==> src/rtl/multi_slave_bridge.sv <==
// CPU-to-slave bridge: address decode across NSLV slots, per-slot wait states,
// a sticky unmapped-access error register, and per-slot write strobes.
module multi_slave_bridge #(
  parameter int                 NSLV     = 4,
  parameter logic [NSLV*32-1:0] SLV_BASE = {32'h0000_7F20, 32'h0000_7F10, 32'h0000_7F00, 32'h0000_0000},
  parameter logic [NSLV*32-1:0] SLV_MASK = {32'hFFFF_FFFC, 32'hFFFF_FFF0, 32'hFFFF_FFF0, 32'hFFFF_C000},
  parameter logic [NSLV*4-1:0]  SLV_WAIT = {4'd1, 4'd2, 4'd0, 4'd0}
) (
  input  logic                 clk,
  input  logic                 reset,
  input  logic                 cpu_req,
  input  logic [31:0]          cpu_addr,
  input  logic [31:0]          cpu_wdata,
  input  logic [3:0]           cpu_byteen,
  output logic [31:0]          cpu_rdata,
  output logic                 cpu_stall,
  input  logic                 err_clr,
  output logic [31:0]          slv_addr,
  output logic [31:0]          slv_wdata,
  output logic [NSLV*4-1:0]    slv_byteen,
  input  logic [NSLV*32-1:0]   slv_rdata,
  output logic                 bus_err,
  output logic [31:0]          err_addr
);

  localparam int SW = $clog2(NSLV);

  typedef enum logic [0:0] {ST_IDLE = 1'b0, ST_WAIT = 1'b1} state_t;

  state_t          state_r;
  logic [3:0]      cnt_r;
  logic [SW-1:0]   sel_r;
  logic            bus_err_r;
  logic [31:0]     err_addr_r;

  logic            hit_s;
  logic [SW-1:0]   hit_idx_s;
  logic [3:0]      hit_wait_s;
  logic            complete_s;
  logic            stall_s;
  logic [SW-1:0]   cmp_idx_s;
  logic [NSLV*4-1:0] byteen_s;
  logic [31:0]     rdata_s;
  logic            unmapped_s;

  assign slv_addr   = cpu_addr;
  assign slv_wdata  = cpu_wdata;
  assign bus_err    = bus_err_r;
  assign err_addr   = err_addr_r;
  assign slv_byteen = byteen_s;
  assign cpu_rdata  = rdata_s;
  assign cpu_stall  = stall_s;

  // Address decode; scanning downward lets the lowest matching slot win.
  always_comb begin
    hit_s     = 1'b0;
    hit_idx_s = {SW{1'b0}};
    for (int i = NSLV - 1; i >= 0; i--) begin
      if ((cpu_addr & SLV_MASK[i*32 +: 32]) == SLV_BASE[i*32 +: 32]) begin
        hit_s     = 1'b1;
        hit_idx_s = SW'(i);
      end else begin
        hit_s     = hit_s;
      end
    end
    hit_wait_s = SLV_WAIT[{hit_idx_s, 2'b00} +: 4];
  end

  // Same-cycle access outputs: stall, strobe steering and read-data mux.
  always_comb begin
    complete_s = 1'b0;
    stall_s    = 1'b0;
    cmp_idx_s  = hit_idx_s;
    byteen_s   = {(NSLV*4){1'b0}};
    rdata_s    = 32'h0000_0000;
    unmapped_s = 1'b0;
    if (reset) begin
      complete_s = 1'b0;
    end else begin
      case (state_r)
        ST_IDLE: begin
          if (cpu_req && hit_s) begin
            if (hit_wait_s == 4'd0) begin
              complete_s = 1'b1;
            end else begin
              stall_s = 1'b1;
            end
          end else begin
            unmapped_s = cpu_req;
          end
        end
        ST_WAIT: begin
          cmp_idx_s = sel_r;
          if (!cpu_req) begin
            complete_s = 1'b0;
          end else if (cnt_r == 4'd0) begin
            complete_s = 1'b1;
          end else begin
            stall_s = 1'b1;
          end
        end
        default: begin
          complete_s = 1'b0;
        end
      endcase
    end
    if (complete_s) begin
      byteen_s[{cmp_idx_s, 2'b00} +: 4] = cpu_byteen;
      rdata_s = slv_rdata[{cmp_idx_s, 5'd0} +: 32];
    end else begin
      rdata_s = 32'h0000_0000;
    end
  end

  // Access FSM: wait-state counting, slot latch, abort on dropped request.
  always_ff @(posedge clk) begin
    if (reset) begin
      state_r <= ST_IDLE;
      cnt_r   <= 4'd0;
      sel_r   <= {SW{1'b0}};
    end else begin
      case (state_r)
        ST_IDLE: begin
          if (cpu_req && hit_s && (hit_wait_s != 4'd0)) begin
            state_r <= ST_WAIT;
            cnt_r   <= hit_wait_s - 4'd1;
            sel_r   <= hit_idx_s;
          end else begin
            state_r <= ST_IDLE;
          end
        end
        ST_WAIT: begin
          if (!cpu_req || (cnt_r == 4'd0)) begin
            state_r <= ST_IDLE;
          end else begin
            cnt_r <= cnt_r - 4'd1;
          end
        end
        default: begin
          state_r <= ST_IDLE;
          cnt_r   <= 4'd0;
        end
      endcase
    end
  end

  // Sticky error capture; a new unmapped access beats a simultaneous clear.
  always_ff @(posedge clk) begin
    if (reset) begin
      bus_err_r  <= 1'b0;
      err_addr_r <= 32'h0000_0000;
    end else if (unmapped_s) begin
      bus_err_r <= 1'b1;
      if (!bus_err_r || err_clr) begin
        err_addr_r <= cpu_addr;
      end else begin
        err_addr_r <= err_addr_r;
      end
    end else if (err_clr) begin
      bus_err_r <= 1'b0;
    end else begin
      bus_err_r <= bus_err_r;
    end
  end

endmodule

==> config.mk <==
export PLATFORM = sky130hd
export DESIGN_NAME = multi_slave_bridge
export DESIGN_NICKNAME = d
export VERILOG_FILES = /design/src/rtl/multi_slave_bridge.sv
export SDC_FILE = /design/constraint.sdc
export NUM_CORES = 1
export LEC_CHECK = 0
export BUFFER_PORTS_ARGS = -buffer_cell sky130_fd_sc_hd__buf_2
export CORE_AREA = 2 2 133 135
export CTS_CLUSTER_DIAMETER = 30
export DETAILED_ROUTE_END_ITERATION = 6
export DIE_AREA = 0 0 135 137
export HOLD_SLACK_MARGIN = 0.12
export RECOVER_POWER = 50
export SKIP_LAST_GASP = 1
export SYNTH_ARGS = -nofsm -noshare
export SYNTH_HDL_FRONTEND = slang
export SYNTH_SLANG_ARGS = --single-unit
==> constraint.sdc <==
create_clock -name clk -period 3.9 [get_ports clk]
set_input_delay 0.195 -clock clk [delete_from_list [all_inputs] [get_ports clk]]
set_output_delay 0.195 -clock clk [all_outputs]
set_load 0.005 [all_outputs]
**Yosys cells after proc, flatten, opt, wreduce, memory -nomap -nowiden**

Index checks and enable logic that the tools add are counted.

- Register bits: 40
- Bits in latches: 0
- Bits in writable memories: 0
- Bits in read-only memories: 0
- Input bits: 200
- Output and inout bits: 146
- Logic and storage cells: 68
- Memories kept: 0

- Add/sub/neg operators: 3
- Multipliers: 0
- Divide/modulo/power cells: 0
- Magnitude comparators: 0
- Equal/unequal tests: 5
- Shift operators: 4
- Multiplexer cells: 35
- Bitwise logic cells: 2
- Reductions and logical operators: 14

Operators by type and width:

| kind | number |
|---|---|
| $shiftx A128 B8 Y32 | 1 |
| $eq A28 B11 Y1 const B | 2 |
| $logic_not A32 Y1 | 1 |
| $mux W32 | 1 |
| $eq A30 B13 Y1 const B | 1 |
| $mux W1 | 21 |
| $and A16 B16 Y16 | 1 |
| $mux W16 | 1 |
| $shift A4 B6 Y16 const A | 1 |
| $shiftx A16 B5 Y4 const A | 1 |
| $shiftx A4 B6 Y16 | 1 |
| $mux W2 | 6 |
| $logic_not A4 Y1 | 2 |
| $mux W4 | 2 |
| $pmux W4 S2 | 1 |
| $sub A4 B1 Y4 const B | 2 |
| $neg A4 Y6 | 1 |
| $pmux W1 S2 | 3 |
| $reduce_and A2 Y1 | 3 |
| $ne A2 B2 Y1 const B | 2 |
| $reduce_bool A4 Y1 | 1 |
| $logic_and A1 B1 Y1 | 2 |
| $logic_not A1 Y1 | 2 |
| $logic_or A1 B1 Y1 | 2 |
| other kinds (2) | 2 |

**Depth between registers and ports, before layout**

- Word-level depth: 12
- Depth in mapped cells: 12
- Gate-level depth less buffers: 10

**Worst setup path before layout**

No wires, ideal clock.

- Path kind: input to output
- Start point: in cpu_addr[19]
- End point: out slv_byteen[11]
- Arrival: 2.797 ns
- Data required time: 3.705 ns
- Setup slack: 0.908 ns
- Stages on the path: 10
- Path buffers: 1
- Cell sequence: or4_4 nor4_1 mux2_2 buf_1 inv_1 ha_1 nor2b_1 nand2_1 nor3_1 and2_1

- Cells in the longest elaborated chain, start to end: 12
- Elaborated cells between the ends (all ways): 26

RTL lines:

| element | RTL line | text |
|---|---|---|
| start: declaration | 12 | `input logic [31:0] cpu_addr,` |
| $eq A30 B13 Y1 | 59 | `if ((cpu_addr & SLV_MASK[i*32 +: 32]) == SLV_BASE[i*32 +: 32]) begin` |
| $mux W2 (4 in series) | 59 |  |
| $shiftx A16 B5 Y4 | 66 | `hit_wait_s = SLV_WAIT[{hit_idx_s, 2'b00} +: 4];` |
| $logic_not A4 Y1 | 83 | `if (hit_wait_s == 4'd0) begin` |
| $mux W1 | 83 |  |
| $mux W1 | 82 | `if (cpu_req && hit_s) begin` |
| $pmux W1 S2 | 80 | `case (state_r)` |
| $mux W1 | 77 | `if (reset) begin` |
| $mux W16 * | 107 | `if (complete_s) begin` |
| end: declaration | 20 | `output logic [NSLV*4-1:0] slv_byteen,` |

Mark *: on every way between the ends. The rest lies on a longest branch, timed or not.

**Final worst setup path**

- Start point: reg state_r
- End point: out cpu_rdata[26]

- Cells in the longest elaborated chain, start to end: 4
- Elaborated cells between the ends (all ways): 7

RTL lines:

| element | RTL line | text |
|---|---|---|
| start: declaration | 30 | `state_t state_r;` |
| start signal: assignment | 118 | `state_r <= ST_IDLE;` |
| start signal: assignment | 125 | `state_r <= ST_WAIT;` |
| start signal: assignment | 129 | `state_r <= ST_IDLE;` |
| $mux W2 / $not A1 Y1 (equally long branches) | -- |  |
| $mux W2 / $pmux W1 S2 (equally long branches) | 77, 80 |  |
| $shiftx A128 B8 Y32 / $mux W1 (equally long branches) | 109, 77 |  |
| $mux W32 * | 107 |  |
| end: declaration | 15 | `output logic [31:0] cpu_rdata,` |

Marked as above.

==> results_dict.tcl <==
set metrics [dict create \
    post_cts_buffers 0 \
    ys_types 48 \
    maxSlewHeadroom_pct 28.0 \
    finalNonFillerCells 844 \
    vias_per_cell 4.42 \
    design_power_total_mw 1.06 \
    fp.coreArea_mm2 0.0171 \
    worst_setup_path_end_kind "output port" \
    synth_ff_type "dfxtp_1" \
    setup_violations 0 \
    p_sw_mw 0.267 \
    std_cell_rows 48 \
    dr.pass1.iters 4 \
    drt.antenna.violating_nets 0 \
    clockRootBuffer "clkbuf_16" \
    post-route-cell-area_mm2 0.00466 \
    worst_ir_drop_vdd_v 0.000162 \
    clk_transition_reported_paths_ns 0.06 \
    drc_errors 0 \
    area_growth_pct 36.3 \
    die_h_um 137 \
    fin_crit_ns 3.32 \
    cp.required_ns 3.70 \
    combPwrFrac_pct 20.5 \
    p_seq_share_pct 40.9 \
    drt-total-wl_um 13500 \
    synth_seq_cells 40 \
    grt_start_max_net_pins 72 \
    synth-xor-area-share_pct 0 \
    synthSimpleGateAreaFrac_pct 17.3 \
    ys_seq_area_share_pct 23.4 \
    clock.fmax_ghz 0.301 \
    final_util_pct 27.3 \
    synth_fa_ha_area_share_pct 2.20 \
    whs_ns 0.167 \
    grt_pass1_wl_um 18700 \
    p_int_mw 0.795 \
    synth_top_area_share_pct 25.2 \
    synthTopCellsByArea "mux2i_1 (25%), dfxtp_1 (23%), buf_4 (14%)" \
    power_density_mw_per_mm2 228 \
    cts_tree "built" \
    via_count 3728 \
    nets 823 \
    start_kind "flop" \
    tightest_slew_ns 1.08 \
    dpl_cell_area_mm2 0.00458 \
    syn_area_mm2 0.00342 \
    final_hold_viol_count 0 \
    placedCellCount 835 \
    worst_ep_arrival_time_ns 3.13 \
    pwr-share-clk_pct 38.6 \
    hold_class "in2reg" \
    portBuffers 281 \
    dieArea_mm2 0.0185 \
    synth_common_cells "mux2i_1 (86), buf_4 (64), nor2_1 (43)" \
    syn-num-nets 618 \
    dieWidth_um 135 \
    clkSinkCount 40 \
    status "finished clean" \
    wl_per_cell_um 16.0 \
    path_cells "or4b_2 -> or2_2 -> o31ai_1 -> nand4b_1 -> buf_4 -> nand2b_1 -> buf_4 -> o22ai_1 -> buf_2" \
    place_congestion 0.828 \
    synth_top_family_by_area "multiplexers" \
    drt_iter0_markers 144 \
    slowest_delay_ns 0.63 \
    synth-edff-count 0 \
    dp_slack_ns 0.596 \
    synth_compound_area_share_pct 13.4 \
    postSynthCellCount 412 \
    seqCellArea_um2 801 \
    crit_slowest_cell "or4b_2" \
    cts_hold_buffers 0 \
    cts_buffer_depth 2 \
    grt.overflow.total 0 \
    grt_use_total_pct 13.3 \
    leakagePower_nw 2.68 \
    grt_pass1_vias 3250 \
    initial_core_util_pct 20.0 \
    hpwl_um 11200 \
    critPathMaxFanout 21 \
    crit_top_cell "buf_4" \
    antenna_found_initial 1 \
    fillers 1892 \
    drive_gt1_share_pct 40.8 \
    synth.most_common_cell "mux2i_1" \
    drv_slew 0 \
    fin_ws_ns 0.576 \
    rsz0062_at_grt "no" \
    ios 346 \
    synth_top_cell_by_area "mux2i_1" \
    multi_input_area_mm2 0.00200 \
    path_class "reg2out" \
    synth_mux_area_share_pct 25.5 \
    cts.repair.resized 0 \
    fin_setup_tns_ns 0 \
    avgSynthCellArea_um2 8.30 \
    cts_made_buffers 5 \
    skew_ns 0.00519 \
    htreeDepth 2 \
    swShare_pct 25.2 \
    insertion_delay_ns 0.28 \
    cap_viol_max_count 0 \
    post-route-period-util_pct 85.2 \
    ys_async_sr_fraction_pct 0 \
    synth_warnings 0 \
]
## cells in the final DEF, fill, tap and decap left out, drive strengths merged, types with 6 or more instances in the layout
master,netlist,final
a21oi,15,15
nor2,43,43
buf,79,237
and2,6,6
a221oi,11,11
nand2,20,20
ha,6,6
mux2i,86,86
clkbuf,12,60
nor3,8,8
o22ai,21,21
dfxtp,40,40
## logic make-up after synthesis
logic type	count (synthesis)
AO/OA/AOI/OAI	66
adder cells (fa/ha/maj)	6
AND/OR/NAND/NOR	117
multiplexers	87
buffers and inverters	96
flip-flops	40
## layer usage
metal / wire length (um) / global-route usage [%] / share of wire, %
met3: 1220 / 3.19 / 9.0
met4: 208 / 3.99 / 1.5
met5: 0 / 0 / 0
met2: 6450 / 22.7 / 48
met1: 5670 / 16.5 / 42
## path summary, 6_finish.rpt
path | from | end | slack (ns) | cells after the start
min | cpu_addr[0] | err_addr[0]$_SDFFE_PP0P_ | 0.17 | 3
max | state_r$_SDFF_PP0_ | cpu_rdata[26] | 0.58 | 9
max reg2reg | state_r$_SDFF_PP0_ | err_addr[1]$_SDFFE_PP0P_ | 1.79 | 5
min reg2reg | sel_r[1]$_SDFFE_PP0P_ | sel_r[1]$_SDFFE_PP0P_ | 0.44 | 2
## registers in the layout (all words and copies together), names as in the netlist
register and flops:
err_addr 32, cnt_r 4, sel_r 2, bus_err 1
state_r 1
## power by group through the flow
stage / Combinational (mW) / Clock, mW / Sequential (mW)
detailed placement: 0.227 / 0 / 0.442
finish: 0.218 / 0.410 / 0.435
global placement: 0.227 / 0 / 0.443
floorplan: 0.126 / 0 / 0.444
CTS: 0.227 / 0.425 / 0.434
global route: 0.241 / 0.443 / 0.437
## final cells by class
type | count | share of cell area (%)
multi-input cells | 276 | 42.8
repair buffers | 289 | 30.3
flip-flops and latches | 40 | 17.2
well taps | 225 | 6.04
clock buffers | 8 | 3.14
inverters | 5 | 0.430
diodes | 1 | 0.0537
## worst max-delay path: cells and delay by family (launching register included)
family | cells | cell delay (ns)
buffers and inverters | 3 | 0.64
DFF | 1 | 0.55
AOI/OAI and AO/OA | 2 | 0.34
and+or+nand+nor | 4 | 1.32
Note: power is estimated with default switching activity, not from simulation.
